[config.mk]
export PLATFORM = sky130hd
export DESIGN_NAME = mem_access_unit
export DESIGN_NICKNAME = d
export VERILOG_FILES = /design/src/rtl/mem_pkg.sv /design/src/rtl/mem_lane_align.sv /design/src/rtl/mem_access_unit.sv
export SDC_FILE = /design/constraint.sdc
export NUM_CORES = 1
export LEC_CHECK = 0
export ABC_CLOCK_PERIOD_IN_PS = 2800
export CAP_MARGIN = 20
export CORE_MARGIN = 2
export CORE_UTILIZATION = 46
export CTS_CLUSTER_DIAMETER = 60
export DETAILED_ROUTE_END_ITERATION = 8
export PLACE_DENSITY_LB_ADDON = 0.08
export SETUP_SLACK_MARGIN = 0.05
export SLEW_MARGIN = 20
export SYNTH_ARGS = -nofsm -noshare
export SYNTH_HDL_FRONTEND = slang
export SYNTH_SLANG_ARGS = --single-unit
[constraint.sdc]
create_clock -name clk -period 2.8 [get_ports clk]
set_input_delay 0.56 -clock clk [delete_from_list [all_inputs] [get_ports clk]]
set_output_delay 0.56 -clock clk [all_outputs]
set_load 0.01 [all_outputs]
[src/rtl/mem_pkg.sv]
// Shared types for the data-memory access unit: access sizes, FSM states
// and the decoded memory-operation descriptor handed over by execute.
package mem_pkg;

  typedef enum logic [1:0] {
    ACCESS_BYTE = 2'd0,
    ACCESS_HALF = 2'd1,
    ACCESS_WORD = 2'd2
  } access_size_t;

  typedef enum logic [1:0] {
    IDLE = 2'd0,
    BUS  = 2'd1,
    RESP = 2'd2
  } mem_state_t;

  typedef struct packed {
    logic         op;            // 1 = read, 0 = write
    access_size_t access_size;   // 2'b11 is reserved and always faults
    logic         read_unsigned; // zero-extend sub-word loads
  } mem_params_t;

  localparam logic OP_READ  = 1'b1;
  localparam logic OP_WRITE = 1'b0;

endpackage

[src/rtl/mem_lane_align.sv]
// Byte-lane steering for the data-memory bus.
// Store side: builds byte enables and lane-replicated write data.
// Load side: picks the addressed lane out of the bus word and extends it.
// Offsets below natural alignment are ignored here (half uses offset[1],
// word always uses lane 0); the top decides whether such accesses fault.
module mem_lane_align
  import mem_pkg::*;
(
  input  access_size_t size_i,
  input  logic [1:0]   offset_i,
  input  logic [31:0]  wdata_i,
  output logic [3:0]   be_o,
  output logic [31:0]  wdata_o,
  input  logic [31:0]  rdata_i,
  input  logic         unsigned_i,
  output logic [31:0]  rdata_o
);

  logic [1:0]  eff_off;
  logic [31:0] shifted;

  function automatic logic [31:0] ext8(input logic [7:0] v, input logic uns);
    return uns ? {24'b0, v} : {{24{v[7]}}, v};
  endfunction

  function automatic logic [31:0] ext16(input logic [15:0] v, input logic uns);
    return uns ? {16'b0, v} : {{16{v[15]}}, v};
  endfunction

  // Lane selection, byte enables, store replication and load extension
  always_comb begin
    eff_off = 2'd0;
    be_o    = 4'hF;
    wdata_o = wdata_i;
    rdata_o = rdata_i;
    unique case (size_i)
      ACCESS_BYTE: begin
        eff_off = offset_i;
        be_o    = 4'b0001 << offset_i;
        wdata_o = {4{wdata_i[7:0]}};
      end
      ACCESS_HALF: begin
        eff_off = {offset_i[1], 1'b0};
        be_o    = 4'b0011 << {offset_i[1], 1'b0};
        wdata_o = {2{wdata_i[15:0]}};
      end
      default: begin
        eff_off = 2'd0;
        be_o    = 4'hF;
        wdata_o = wdata_i;
      end
    endcase
    shifted = rdata_i >> {eff_off, 3'b000};
    unique case (size_i)
      ACCESS_BYTE: rdata_o = ext8(shifted[7:0], unsigned_i);
      ACCESS_HALF: rdata_o = ext16(shifted[15:0], unsigned_i);
      default:     rdata_o = rdata_i;
    endcase
  end

endmodule

[src/rtl/mem_access_unit.sv]
// Data-memory access unit: accepts one decoded load/store from execute,
// runs a req/ack bus transaction with a timeout, and returns a single
// response pulse carrying the extended load data or an error flag.
// Optional feature: define MEM_MISALIGN_TRAP_EN to fault misaligned
// half/word accesses instead of silently aligning them down.
module mem_access_unit
  import mem_pkg::*;
#(
  parameter int TIMEOUT_CYCLES = 255
) (
  input  logic        clk,
  input  logic        reset,
  input  logic        req_valid,
  output logic        req_ready,
  input  mem_params_t mem_params,
  input  logic [31:0] addr,
  input  logic [31:0] wdata,
  output logic        resp_valid,
  output logic [31:0] resp_rdata,
  output logic        resp_error,
  output logic        bus_req,
  output logic        bus_we,
  output logic [31:0] bus_addr,
  output logic [3:0]  bus_be,
  output logic [31:0] bus_wdata,
  input  logic        bus_ack,
  input  logic [31:0] bus_rdata
);

  localparam logic [15:0] TMO_LIMIT = 16'(TIMEOUT_CYCLES);

  mem_state_t  state_q;
  mem_params_t params_q;
  logic [1:0]  off_q;
  logic [31:0] wdata_q;
  logic [15:0] tmo_q;
  logic [15:0] tmo_d;
  logic        req_ready_q;
  logic        resp_valid_q;
  logic        resp_error_q;
  logic [31:0] resp_rdata_q;
  logic        bus_req_q;
  logic        bus_we_q;
  logic [31:0] bus_addr_q;

  logic        illegal_req;
  logic [3:0]  lane_be;
  logic [31:0] lane_wdata;
  logic [31:0] lane_rdata;

  assign tmo_d = tmo_q + 16'd1;

  mem_lane_align u_align (
    .size_i     (params_q.access_size),
    .offset_i   (off_q),
    .wdata_i    (wdata_q),
    .be_o       (lane_be),
    .wdata_o    (lane_wdata),
    .rdata_i    (bus_rdata),
    .unsigned_i (params_q.read_unsigned),
    .rdata_o    (lane_rdata)
  );

  // Classify the incoming request: reserved size always faults, alignment optionally
  always_comb begin
    illegal_req = &mem_params.access_size;
`ifdef MEM_MISALIGN_TRAP_EN
    if ((mem_params.access_size == ACCESS_HALF) && addr[0])
      illegal_req = 1'b1;
    if ((mem_params.access_size == ACCESS_WORD) && (addr[1:0] != 2'b00))
      illegal_req = 1'b1;
`endif
  end

  // Access sequencer: IDLE -> BUS -> RESP -> IDLE with registered outputs
  always_ff @(posedge clk) begin
    if (reset) begin
      state_q      <= IDLE;
      params_q     <= '0;
      off_q        <= 2'd0;
      wdata_q      <= 32'd0;
      tmo_q        <= 16'd0;
      req_ready_q  <= 1'b1;
      resp_valid_q <= 1'b0;
      resp_error_q <= 1'b0;
      resp_rdata_q <= 32'd0;
      bus_req_q    <= 1'b0;
      bus_we_q     <= 1'b0;
      bus_addr_q   <= 32'd0;
    end else begin
      unique case (state_q)
        IDLE: begin
          if (req_valid) begin
            params_q    <= mem_params;
            off_q       <= addr[1:0];
            wdata_q     <= wdata;
            req_ready_q <= 1'b0;
            if (illegal_req) begin
              state_q      <= RESP;
              resp_valid_q <= 1'b1;
              resp_error_q <= 1'b1;
              resp_rdata_q <= 32'd0;
            end else begin
              state_q    <= BUS;
              bus_req_q  <= 1'b1;
              bus_we_q   <= (mem_params.op == OP_WRITE);
              bus_addr_q <= {addr[31:2], 2'b00};
              tmo_q      <= 16'd0;
            end
          end
        end
        BUS: begin
          if (bus_ack) begin
            state_q      <= RESP;
            bus_req_q    <= 1'b0;
            resp_valid_q <= 1'b1;
            resp_error_q <= 1'b0;
            resp_rdata_q <= (params_q.op == OP_READ) ? lane_rdata : 32'd0;
          end else if (tmo_d == TMO_LIMIT) begin
            state_q      <= RESP;
            bus_req_q    <= 1'b0;
            resp_valid_q <= 1'b1;
            resp_error_q <= 1'b1;
            resp_rdata_q <= 32'd0;
          end else begin
            tmo_q <= tmo_d;
          end
        end
        RESP: begin
          state_q      <= IDLE;
          resp_valid_q <= 1'b0;
          resp_error_q <= 1'b0;
          resp_rdata_q <= 32'd0;
          req_ready_q  <= 1'b1;
        end
        default: begin
          state_q     <= IDLE;
          bus_req_q   <= 1'b0;
          req_ready_q <= 1'b1;
        end
      endcase
    end
  end

  assign req_ready  = req_ready_q;
  assign resp_valid = resp_valid_q;
  assign resp_error = resp_error_q;
  assign resp_rdata = resp_rdata_q;
  assign bus_req    = bus_req_q;
  assign bus_we     = bus_we_q;
  assign bus_addr   = bus_addr_q;
  // Lane outputs come from registered operands; quiet them while no request is open
  assign bus_be     = bus_req_q ? lane_be : 4'h0;
  assign bus_wdata  = bus_req_q ? lane_wdata : 32'd0;

endmodule

==> reports/qor.yml <==
setup.worst_path.class: "flip-flop to output pin"
hold_path_class: "flip-flop to flip-flop"
final_cells: 1190
grt_pass1_vias: 6142
multi_input_area_mm2: 0.003361
vias: 6520
io_buffers: 206
layout_common_cells: "clkdlybuf4s50_1 (205), nand2_1 (193), dfxtp_1 (117)"
cp-end-kind: "output pin"
postSynthAreaPerCell_um2: 7.646
status: "completed"
final_core_util_pct: 68.67
dieWidth_um: 119.6
dpl_cell_area_mm2: 0.008389
h-tree-depth: 4
grt_max_degree: 44
crit_path_start_kind: "flip-flop"
fin_crit_sh_pct: 95.04
synth_cells: 804
yosys_most_used_dff: "dfxtp_1"
drc: 0
setup_viol: 0
peakVddDrop_mv: 0.4089
synth_edf_count: 0
viasPerCell: 5.479
io_pins: 209
globalRouteOverflowTotal: 0
drt-pass1-iter-count: 5
antenna_found_initial: 0
ys_seq_area_share_pct: 40.06
hpwl_um: 13030
initial_core_util_pct: 46.79
relSlewSlack_pct: 63.33
area_delta_synth_final_pct: 46.75
diodes: 0
cts_tree: "yes"
yosysWarnings: 0
placed_cells: 1155
rsz0062_at_grt: "no"
p_leak_uw: 0.003281
fin_area_mm2: 0.009021
finalHoldViolCount: 0
final_common_cell: "clkdlybuf4s50_1"
critPathMaxFanout: 9
timing.fmax_ghz: 0.3758
globalplace.congestion: 0.8944
die_h_um: 119.6
postLayoutSetupSlackWorst_ns: 0.1388
maxCapViolCount: 0
pre_cts_ws_ns: 0.01862
yosysUniqueCellTypes: 64
slew_viol_final: 0
fin_crit_ns: 2.661
die_area_mm2: 0.01430
root_buffer: "clkbuf_16"
clock_latency_ns: 0.42
tightest_slew_ns: 0.5501
postRouteAntennaNets: 0
regArea_mm2: 0.002470
wl_per_cell_um: 15.57
drtIter0Drc: 568
cts.clk_slew.worst_paths_ns: 0.06
grt_pass1_wl_um: 29750
syn_area_mm2: 0.006147
wl_um: 18530
rows: 42
p_per_area_mw_per_mm2: 576.7
critPathRequiredTime_ns: 2.24
synthArstFlopShare_pct: 0
worst_clock_skew_ns: 0.003967
core_area_mm2: 0.01314
synth-seq-cells: 123
drive_gt1_share_pct: 10.26
fin_nets: 1110
arrival_ns: 2.10
track_usage_pct: 25.58
clk_path_buf_depth: 2
tns_ns: 0
nFillCells: 1098
numCtsBuffers: 17
clock_sinks: 123
==> layer usage <==
| metal | GRT usage, % | vias up | wire length [um] |
|---|---|---|---|
| met5 | 0 | - | 0 |
| met3 | 6.892 | 37 | 1370 |
| li1 | - | 3182 | - |
| met2 | 41.46 | 248 | 8845 |
| met4 | 10.66 | 0 | 439 |
| met1 | 32.19 | 3053 | 7871 |
==> flip-flops by register name (all words and copies together) (netlist names) <==
name and count:
resp_error 1, state_q 2, bus_addr 30, bus_we 1, resp_rdata 32, params_q 4, req_ready 1, resp_valid 1
tmo_q 16, off_q 2, bus_req 1, wdata_q 32
==> critical path, cell delays in order (launching register included) <==
cell	delay (ns)
dfxtp_2	0.44
or2_2	0.26
nand2_1	0.07
a21boi_0	0.30
clkdlybuf4s50_1	0.60
==> logic make-up (layout without fill, tap and decap cells) <==
kind of cell	Yosys count	count (layout)	share of synthesized area (%)
other	1	2	0.06100
AO/OA/AOI/OAI	239	240	23.69
AND/OR/NAND/NOR	313	313	22.47
buffers and inverters	84	292	6.147
XOR/XNOR	5	5	0.7124
flip-flops	123	123	40.06
adder cells (fa/ha/maj)	5	5	1.018
multiplexers	34	34	5.842
==> what timing repair did <==
item | CTS | global route
pin swaps | 0 | 2
setup endpoints to repair | 30 | 45
hold buffers | 0 | 0
setup buffers | 0 | 2
gates cloned | 0 | 1
gates resized for setup | 4 | 11
==> per-stage QoR <==
step	hold WS (ns)	total power, uW
3_3_place_gp	0.4436	3104
6_report	0.4544	5203
4_1_cts	0.4534	5205
3_5_place_dp	0.4481	3125
5_1_grt	0.4660	5421
2_1_floorplan	0.4360	2628
==> cells in the mapped netlist, types with 6 or more instances <==
| cell | n | area (um^2) |
|---|---|---|
| o211a_1 | 9 | 90.09 |
| a221oi_1 | 7 | 61.31 |
| buf_4 | 6 | 45.04 |
| o21ai_0 | 74 | 370.4 |
| a21oi_1 | 91 | 455.4 |
| a21boi_0 | 9 | 67.56 |
| nor2b_1 | 10 | 62.56 |
| nand2_1 | 193 | 724.4 |
| clkbuf_1 | 45 | 168.9 |
| dfxtp_1 | 123 | 2462 |
| mux2i_1 | 31 | 310.3 |
| nor2_1 | 34 | 127.6 |
| and2_1 | 12 | 75.07 |
| inv_1 | 16 | 60.06 |
| nand3_1 | 33 | 165.2 |
| o31ai_1 | 11 | 82.58 |
| nand4_1 | 6 | 37.54 |
| buf_2 | 7 | 35.03 |
==> report_power, final <==
group | internal (uW) | total, uW | switching (uW) | leakage (uW)
clock | 1290 | 2080 | 798 | 0.000268
combinational | 536 | 1180 | 639 | 0.00201
sequential | 1860 | 1940 | 80.3 | 0.00100
==> final timing paths <==
check / startpoint / endpoint / slack (ns) / cells past startpoint
min: bus_addr[21]$_SDFFE_PP0P_ / bus_addr[21]$_SDFFE_PP0P_ / 0.45 / 2
max reg2reg: tmo_q[8]$_SDFFE_PP0P_ / resp_rdata[0]$_SDFFE_PP0P_ / 0.19 / 7
min reg2reg: bus_addr[21]$_SDFFE_PP0P_ / bus_addr[21]$_SDFFE_PP0P_ / 0.45 / 2
max: params_q[2]$_SDFFE_PP0P_ / bus_wdata[12] / 0.14 / 4
==> area by class of cell <==
type / instances / share of cell area, %
Multi-Input combinational cell: 599 / 37.25
Sequential cell: 123 / 27.38
Timing Repair Buffer: 243 / 25.92
Inverter: 17 / 0.7212
Clock inverter: 10 / 1.026
Clock buffer: 22 / 5.257
Tap cell: 176 / 2.441
Note: power is estimated with default switching activity, not from simulation.
